==> config.mk <==
export PLATFORM = sky130hd
export DESIGN_NAME = pipeline_run_monitor
export DESIGN_NICKNAME = d
export VERILOG_FILES = /design/src/rtl/pipeline_mon_pkg.sv /design/src/rtl/mon_sat_counter.sv /design/src/rtl/pipeline_run_monitor.sv
export SDC_FILE = /design/constraint.sdc
export NUM_CORES = 1
export LEC_CHECK = 0
export ABC_AREA = 1
export BUFFER_PORTS_ARGS = -buffer_cell sky130_fd_sc_hd__buf_2
export CAP_MARGIN = 20
export CORE_ASPECT_RATIO = 1.1
export CORE_MARGIN = 2
export CORE_UTILIZATION = 45
export DETAILED_ROUTE_END_ITERATION = 8
export GPL_ROUTABILITY_DRIVEN = 0
export HOLD_SLACK_MARGIN = 0.08
export PLACE_DENSITY = 0.71
export SETUP_SLACK_MARGIN = 0.05
export SYNTH_ARGS = -nofsm -noshare
export SYNTH_HDL_FRONTEND = slang
export SYNTH_SLANG_ARGS = --single-unit
==> constraint.sdc <==
create_clock -name clk -period 3 [get_ports clk]
set_input_delay 0.6 -clock clk [delete_from_list [all_inputs] [get_ports clk]]
set_output_delay 0.6 -clock clk [all_outputs]
set_load 0.02 [all_outputs]
==> src/rtl/pipeline_mon_pkg.sv <==
// pipeline_mon_pkg: shared state encoding, fail codes and forwarding-none encoding for the run monitor
package pipeline_mon_pkg;
  typedef enum logic [1:0] {ST_IDLE = 2'd0, ST_RUN = 2'd1, ST_PASS = 2'd2, ST_FAIL = 2'd3} state_e;
  localparam logic [1:0] FC_NONE = 2'd0;
  localparam logic [1:0] FC_TIMEOUT = 2'd1;
  localparam logic [1:0] FC_HANG = 2'd2;
  localparam logic [1:0] FC_PROTO = 2'd3;
  localparam logic [1:0] FWD_NONE = 2'b00;
endpackage

==> src/rtl/mon_sat_counter.sv <==
// mon_sat_counter: W-bit saturating counter; clk/rst, clr zeroes, inc adds 0..2, cnt is the registered value
module mon_sat_counter #(
  parameter int W = 32
) (
  input  logic         clk,
  input  logic         rst,
  input  logic         clr,
  input  logic [1:0]   inc,
  output logic [W-1:0] cnt
);
  logic [W-1:0] cnt_q, cnt_d;
  logic [W:0] sum;
  always_comb begin
    sum = {1'b0, cnt_q} + (W+1)'(inc);
    cnt_d = clr ? '0 : sum[W] ? '1 : sum[W-1:0];
  end
  always_ff @(posedge clk) cnt_q <= rst ? '0 : cnt_d;
  assign cnt = cnt_q;
endmodule

==> src/rtl/pipeline_run_monitor.sv <==
// pipeline_run_monitor: samples pc/pc_valid/branch/mispredict/jump/retire/fwd_a/fwd_b, counts events, traces PCs (trace_rd_idx -> trace_rd_pc), reports state/done/fail_code
module pipeline_run_monitor
  import pipeline_mon_pkg::*;
#(
  parameter int XLEN = 32,
  parameter int CNT_W = 32,
  parameter logic [XLEN-1:0] END_PC = 32'h0000_0020,
  parameter int TIMEOUT = 1000,
  parameter int STALL_LIMIT = 16,
  parameter int TRACE_DEPTH = 8
) (
  input  logic                           clk,
  input  logic                           rst,
  input  logic [XLEN-1:0]                pc,
  input  logic                           pc_valid,
  input  logic                           branch,
  input  logic                           mispredict,
  input  logic                           jump,
  input  logic                           retire,
  input  logic [1:0]                     fwd_a,
  input  logic [1:0]                     fwd_b,
  input  logic                           clear,
  input  logic [$clog2(TRACE_DEPTH)-1:0] trace_rd_idx,
  output logic [XLEN-1:0]                trace_rd_pc,
  output logic [CNT_W-1:0]               cycle_cnt,
  output logic [CNT_W-1:0]               retire_cnt,
  output logic [CNT_W-1:0]               branch_cnt,
  output logic [CNT_W-1:0]               mispred_cnt,
  output logic [CNT_W-1:0]               jump_cnt,
  output logic [CNT_W-1:0]               fwd_cnt,
  output logic [1:0]                     state,
  output logic                           done,
  output logic [1:0]                     fail_code
);
  localparam int AW = $clog2(TRACE_DEPTH);
  localparam int SW = $clog2(STALL_LIMIT + 1);
  state_e state_q, state_d;
  logic [1:0] fail_code_q, fail_code_d;
  logic [SW-1:0] stall_q, stall_d;
  logic [XLEN-1:0] last_pc_q, last_pc_d;
  logic [AW-1:0] wr_ptr_q, wr_ptr_d;
  logic [XLEN-1:0] trace_q [TRACE_DEPTH];
  logic [XLEN-1:0] trace_d [TRACE_DEPTH];
  logic counted, clr, progress, hang, tmo;
  logic [1:0] inc [6];
  logic [CNT_W-1:0] cnt [6];
  always_comb begin
    counted = state_q == ST_RUN || (state_q == ST_IDLE && pc_valid);
    clr = clear && !done;
    progress = pc_valid && pc != last_pc_q;
    // both exits look at the value the counter would take this cycle, so a clear defuses them
    hang = !clr && !progress && stall_q == SW'(STALL_LIMIT - 1);
    tmo = !clr && cycle_cnt != '1 && 64'(cycle_cnt) + 64'd1 == 64'(TIMEOUT);
    inc[0] = {1'b0, counted};
    inc[1] = {1'b0, counted && retire};
    inc[2] = {1'b0, counted && branch};
    inc[3] = {1'b0, counted && mispredict};
    inc[4] = {1'b0, counted && jump};
    inc[5] = counted ? 2'(fwd_a != FWD_NONE) + 2'(fwd_b != FWD_NONE) : 2'd0;
    state_d = state_q;
    fail_code_d = fail_code_q;
    stall_d = stall_q;
    last_pc_d = last_pc_q;
    wr_ptr_d = wr_ptr_q;
    trace_d = trace_q;
    if (counted) begin
      stall_d = clr || progress ? '0 : stall_q + SW'(1);
      last_pc_d = progress ? pc : last_pc_q;
      if (pc_valid) begin
        trace_d[wr_ptr_q] = pc;
        wr_ptr_d = wr_ptr_q + AW'(1);
      end
      state_d = ST_RUN;
      if (pc_valid && pc == END_PC) state_d = ST_PASS;
      else if (mispredict && !branch) begin
        state_d = ST_FAIL;
        fail_code_d = FC_PROTO;
      end else if (hang) begin
        state_d = ST_FAIL;
        fail_code_d = FC_HANG;
      end else if (tmo) begin
        state_d = ST_FAIL;
        fail_code_d = FC_TIMEOUT;
      end
    end
  end
  always_ff @(posedge clk) begin
    if (rst) begin
      state_q <= ST_IDLE;
      fail_code_q <= FC_NONE;
      stall_q <= '0;
      last_pc_q <= '0;
      wr_ptr_q <= '0;
      trace_q <= '{default: '0};
    end else begin
      state_q <= state_d;
      fail_code_q <= fail_code_d;
      stall_q <= stall_d;
      last_pc_q <= last_pc_d;
      wr_ptr_q <= wr_ptr_d;
      trace_q <= trace_d;
    end
  end
  for (genvar i = 0; i < 6; i++) begin : g_cnt
    mon_sat_counter #(.W(CNT_W)) u_cnt (.clk(clk), .rst(rst), .clr(clr), .inc(inc[i]), .cnt(cnt[i]));
  end
  assign cycle_cnt = cnt[0];
  assign retire_cnt = cnt[1];
  assign branch_cnt = cnt[2];
  assign mispred_cnt = cnt[3];
  assign jump_cnt = cnt[4];
  assign fwd_cnt = cnt[5];
  assign state = state_q;
  assign done = state_q == ST_PASS || state_q == ST_FAIL;
  assign fail_code = fail_code_q;
  assign trace_rd_pc = trace_q[wr_ptr_q - AW'(1) - trace_rd_idx];
endmodule

* After elaboration in Yosys (flattened, before gate mapping)
Index checks and enable logic that the tools add are counted.
W data, S select, Z words.
** Word-level totals
- Register bits after elaboration :: 492
- Output and inout bits :: 229
** Cells by class
- Add/sub/neg operators :: 12
- Magnitude comparators :: 3
- Eq/ne operators :: 8
- Muxes and demuxes :: 21
- Bitwise operators :: 3
- Reduce and logical (&&, ||, !) cells :: 29
** Operators with widths (count)
- $mux W32 :: 9
- $bwmux W256 :: 1
- $add A32 B1 Y33 :: 5
- $bmux W32 S3 :: 1
- $demux W32 S3 :: 1
- $add A32 B1 Y33 const B :: 1
- $add A32 B2 Y33 :: 1
- $eq A33 B10 Y1 const B :: 1
- $eq A32 B6 Y1 const B :: 1
- $ne A32 B32 Y1 :: 1
- $ne A32 B32 Y1 const B :: 1
- $mux W2 :: 8
- $logic_and A1 B1 Y1 :: 14
- $ge A4 B4 Y1 const B :: 2
- $not A3 Y4 :: 2
- $add A5 B1 Y5 const B :: 1
- $eq A5 B4 Y1 const B :: 1
- $mux W5 :: 1
- $eq A2 B2 Y1 const B :: 2
- $logic_not A1 Y1 :: 4
- $lt A4 B1 Y1 const B :: 1
- $reduce_and A2 Y1 :: 2
- $reduce_bool A2 Y1 :: 2
- $add A3 B1 Y3 const B :: 1
- 10 further kinds :: 12

* Longest topological paths before layout
- Depth after elaboration :: 11
- Mapped depth :: 20
- Gate-level depth less buffers :: 20

* Cells and area by module
From an unflattened synthesis, not the netlist that was laid out.
** Second synthesis, totals
- Cells, all modules :: 3878
- Area total of the unflattened synthesis :: 25829.8 um^2
** Modules (own cells, without submodules)
- pipeline_run_monitor :: times used 1, cells an instance 1970, area an instance 14028.5 um^2, sequential area each 6005.8 um^2
- mon_sat_counter :: times used 6, cells an instance 318, area an instance 1966.9 um^2, sequential area each 640.6 um^2

* Least setup slack after synthesis
OpenSTA, ideal clock, no wires.
- Path kind :: input-to-reg
- Start :: in fwd_a[1]
- End :: reg g_cnt[5].u_cnt.cnt_q[25]
- Setup time :: 0.056 ns
- Data arrival time :: 3.179 ns
- Required time :: 2.944 ns
- Path slack :: -0.236 ns
- Stages on the path :: 20
- Path buffers :: 0
- Cells stage by stage :: or2_2 ha_1 inv_1 nor2_1 ha_1 inv_1 fa_1 nor2_1 nand4_1 nor2_2 nand2_1 nor2_1 nand2_1 nor2_4 nand2_2 inv_1 a21oi_1 o21ai_0 nand2_1 inv_1
** Between the ends
- Word-level cells in the longest chain between the ends :: 5
** RTL lines
- from (decl) :: line pipeline_run_monitor.sv:20 : input logic [1:0] fwd_a,
- $reduce_bool A2 Y1 :: line pipeline_run_monitor.sv:59 : inc[5] = counted ? 2'(fwd_a != FWD_NONE) + 2'(fwd_b != FWD_NONE) : 2'd0;
- $add A1 B1 Y2 :: line pipeline_run_monitor.sv:59
- $mux W2 :: line pipeline_run_monitor.sv:59
- $add A32 B2 Y33 :: line mon_sat_counter.sv:14 : sum = {1'b0, cnt_q} + (W+1)'(inc);
- $mux W32 :: line mon_sat_counter.sv:15 : cnt_d = clr ? '0 : sum[W] ? '1 : sum[W-1:0];
- to (signal assigned) :: line mon_sat_counter.sv:17 : always_ff @(posedge clk) cnt_q <= rst ? '0 : cnt_d;
- to (decl) :: line mon_sat_counter.sv:11 : logic [W-1:0] cnt_q, cnt_d;
No other way between the ends.
A chain may end at the register's enable or synchronous reset.

* Worst setup path in the final report
- Start :: reg wr_ptr_q[0]
- End :: out trace_rd_pc[0]
** Between the ends
- Word-level cells in the longest chain between the ends :: 6
** RTL lines
- from (decl) :: line pipeline_run_monitor.sv:41 : logic [AW-1:0] wr_ptr_q, wr_ptr_d;
- from (signal assigned) :: line pipeline_run_monitor.sv:100 : wr_ptr_q <= wr_ptr_d;
- $sub A3 B1 Y3 :: line pipeline_run_monitor.sv:116 : assign trace_rd_pc = trace_q[wr_ptr_q - AW'(1) - trace_rd_idx];
- $sub A3 B3 Y3 :: line pipeline_run_monitor.sv:116
- $not A3 Y4 (implied by the code) :: line pipeline_run_monitor.sv:116
- $bmux W32 S3 :: line pipeline_run_monitor.sv:116
- $mux W32 (implied by the code) (2 in series) :: line pipeline_run_monitor.sv:116
- to (decl) :: line pipeline_run_monitor.sv:24 : output logic [XLEN-1:0] trace_rd_pc,
No other way between the ends. The select of a mux whose other input is x is not followed.

==> out/metrics.cfg <==
[logic_synthesis]
synth_edf_count=0
syn_avg_cell_area_um2=7.09
synthFlopType=dfxtp_1
syn_area_mm2=0.0236
ys_ff_latch=492
synth-async-reset-ratio_pct=0
yosys_warnings=0
syn_nets=3396
synth_cell_types=40
synthCells=3330
synth-seq-area-share_pct=41.7

[worst_setup_path]
crit_type=reg2out
critPathTopFamily=adder cells
max_stage_delay_ns=0.82
worst_r2r_endpoint=g_cnt[5].u_cnt.cnt[22]$_SDFF_PP0_
r2r_start=state[0]$_SDFFE_PP0N_
cp-start-kind=flip-flop
crit_slowest_cell=fa_4
critPathLaunch=wr_ptr_q[0]$_SDFFE_PP0P_
critPathRequiredTime_ns=2.40
cp.depth=10
crit_path_cell_trace=ha_4 > inv_2 > fa_4 > inv_2 > buf_6 > o21ai_2 > nor2_1 > a31oi_1 > buf_4 > buf_4
crit_arrival_ns=2.96
r2r_slack_ns=0.33
path_max_fanout=9
crit_path_end_kind=primary output
crit_end=trace_rd_pc[0]
rr_worst_depth=15
crit_buf_inv=5

[sta]
worst_slew_pin_slew_ns=1.12
setup_violations=32
timing.final.ws_setup_ns=-0.559
slew_viol_final=0
slew_headroom_pct=25.5
finClkSkew_ns=0.0655
rsz0062_at_grt=yes
hold_ws_ns=0.281
min_period_ns=3.56
fin_crit_sh_pct=119
fmax_mhz=281
hold_viol_final=0

[floorplanning]
die_area_mm2=0.0543
die_w_um=222
die_h_um=244
start_util_pct=45.3
rows=88
boundaryPins=276
core_area_mm2=0.0522

[power_and_ir_drop]
power_density_mw_per_mm2=544
ir_worst_vdd_mv=0.481
power.total_mw=15.9
p_leak_nw=12.8

[detailed_routing]
dr.pass1.iters=5
viasPerCell=5.23
drcViolationCount=0
wire_per_inst_um=16.1
vias=22900
drtIter0Drc=1643
drt_wl_total_um=70500
drtAntennaViolNets=0

[global_route]
grt_max_degree=293
grt_pass1_vias=21700
antenna_found_initial=9
track_usage_pct=25.2
grt-ovfl-total=0
grt_pass1_wl_um=112000

[outcome]
violations=negative setup slack
status=complete, but fails checks

[clock_tree]
insertion_delay_ns=0.64
hold_buffers=0
cts_tree=built
clockBufferDepth=3
root_buffer=clkbuf_16
htree_levels=2
numClockSinks=492
numCtsBuffers=53
clk_pin_slew_worst_paths_ns=0.06

[placed_design]
place_inst=4266
placed_area_mm2=0.0270
dp_hpwl_um=48000
io_buffers=275

[final_layout]
fillers=4912
final_area_mm2=0.0292
layout-drive-gt1-share_pct=17.6
areaGrowthSynthToFinish_pct=23.8
stdcell_count=4376
finish.utilization_pct=56.0
final_nets=3719

[min_path]
hp-class=in2reg

[job]
maxCapViolCount=0

[cell families after synthesis]
| family | count (synthesis) | synth area share, % |
|---|---|---|
| buffers and inverters | 613 | 9.81 |
| adder cells (fa/ha/maj) | 19 | 1.07 |
| flip-flops | 492 | 41.7 |
| AO/OA/AOI/OAI | 961 | 21.0 |
| multiplexers | 32 | 1.36 |
| AND/OR/NAND/NOR | 1046 | 18.9 |
| XOR/XNOR | 167 | 6.19 |
[layer usage]
metal  wire [µm]  GRT usage, %  vias up
li1            -             -    11500
met1       29500          30.8    10500
met2       32700          42.0      698
met3        5210          6.15      154
met4        3010          11.1        8
met5          48             0        -
[stage by stage]
stage	setup slack, ns	TNS [ns]
2_1_floorplan	-0.0436	-0.0712
3_3_place_gp	-0.371	-16.43
3_5_place_dp	-0.387	-18.11
4_1_cts	-0.560	-14.53
5_1_grt	-0.634	-17.31
6_report	-0.559	-13.96
[report_power, final]
part           switching, mW  internal, mW  total (mW)  leakage (nW)
Combinational           1.31         0.884        2.20          7.88
Clock                   2.84          4.10        6.93         0.903
Sequential            0.0805          6.68        6.76          3.98
Total                   4.23          11.7        15.9          12.8
[placed cells by master, fill, tap and decap left out, types with 9 or more instances in the layout]
master,count
nor2_2,15
clkbuf_16,54
inv_1,408
nor4_1,22
clkbuf_8,12
o211ai_1,35
a21oi_1,357
o21ai_0,460
inv_2,9
a21oi_2,18
buf_12,21
mux2i_1,32
xnor2_1,70
buf_2,250
xor2_1,95
buf_4,152
a31oi_2,30
o21ai_1,45
nor3_1,49
clkinv_1,20
clkbuf_1,14
nand4_1,41
nor2_4,14
nand3_1,79
dfxtp_1,490
nor2_1,398
ha_1,14
buf_6,12
nand2_1,397
[state kept, by name, summed over array words and instances, names as in the netlist]
name / cells
state: 2
g_cnt.u_cnt.cnt: 192
wr_ptr_q: 3
stall_q: 5
fail_code: 2
trace_q: 256
last_pc_q: 32
[area by class of cell]
class	count	area [µm²]	share of cell area (%)
clock inverter	19	305	1.04
clock buffer	79	1540	5.28
tap	675	845	2.89
inverter	439	1660	5.67
multi-input combinational	2225	11900	40.8
timing repair buffer	442	3100	10.6
sequential	492	9850	33.7
antenna	5	12.5	0.0428
[cells in the mapped netlist, types with 2 or more instances]
library cell | n | share of area [%]
o21ai_0 | 506 | 11
dfxtp_1 | 492 | 42
inv_1 | 415 | 6.6
nor2_1 | 412 | 6.5
nand2_1 | 400 | 6.4
a21oi_1 | 375 | 7.9
clkbuf_1 | 157 | 2.5
xor2_1 | 96 | 3.6
nand3_1 | 79 | 1.7
xnor2_1 | 71 | 2.6
nor3_1 | 51 | 1.1
nand4_1 | 41 | 1.1
a31oi_1 | 37 | 0.98
o211ai_1 | 35 | 1.1
mux2i_1 | 32 | 1.4
nor4_1 | 22 | 0.58
clkinv_1 | 20 | 0.32
ha_1 | 17 | 0.90
nor2_2 | 11 | 0.29
buf_1 | 9 | 0.14
buf_2 | 7 | 0.15
nor3_2 | 6 | 0.25
inv_2 | 4 | 0.064
nor2_4 | 4 | 0.19
o31ai_1 | 4 | 0.13
and2_1 | 3 | 0.079
nand3b_1 | 3 | 0.095
nor3b_1 | 3 | 0.095
o21ai_1 | 3 | 0.064
or2_2 | 3 | 0.079
fa_1 | 2 | 0.17
nand3_4 | 2 | 0.15
[what timing repair did]
action,CTS,global route
endpoints found under the hold margin,0,0
pin swaps,27,5
setup buffers,3,0
cloned,4,1
resized for setup,108,18
setup endpoints to repair,32,46
[worst min-delay path by stage]
stage | from | depth (start not counted) | to | slack, ns
after CTS | rst | 2 | wr_ptr_q[0]$_SDFFE_PP0P_ | 0.26
after global routing | rst | 2 | wr_ptr_q[0]$_SDFFE_PP0P_ | 0.30
after detailed placement | trace_q[205]$_SDFFE_PP0P_ | 2 | trace_q[205]$_SDFFE_PP0P_ | 0.44
final | rst | 2 | wr_ptr_q[0]$_SDFFE_PP0P_ | 0.28
after floorplan | trace_q[192]$_SDFFE_PP0P_ | 2 | trace_q[192]$_SDFFE_PP0P_ | 0.43
after global placement | trace_q[205]$_SDFFE_PP0P_ | 2 | trace_q[205]$_SDFFE_PP0P_ | 0.44
Note: power is estimated with default switching activity, not from simulation.
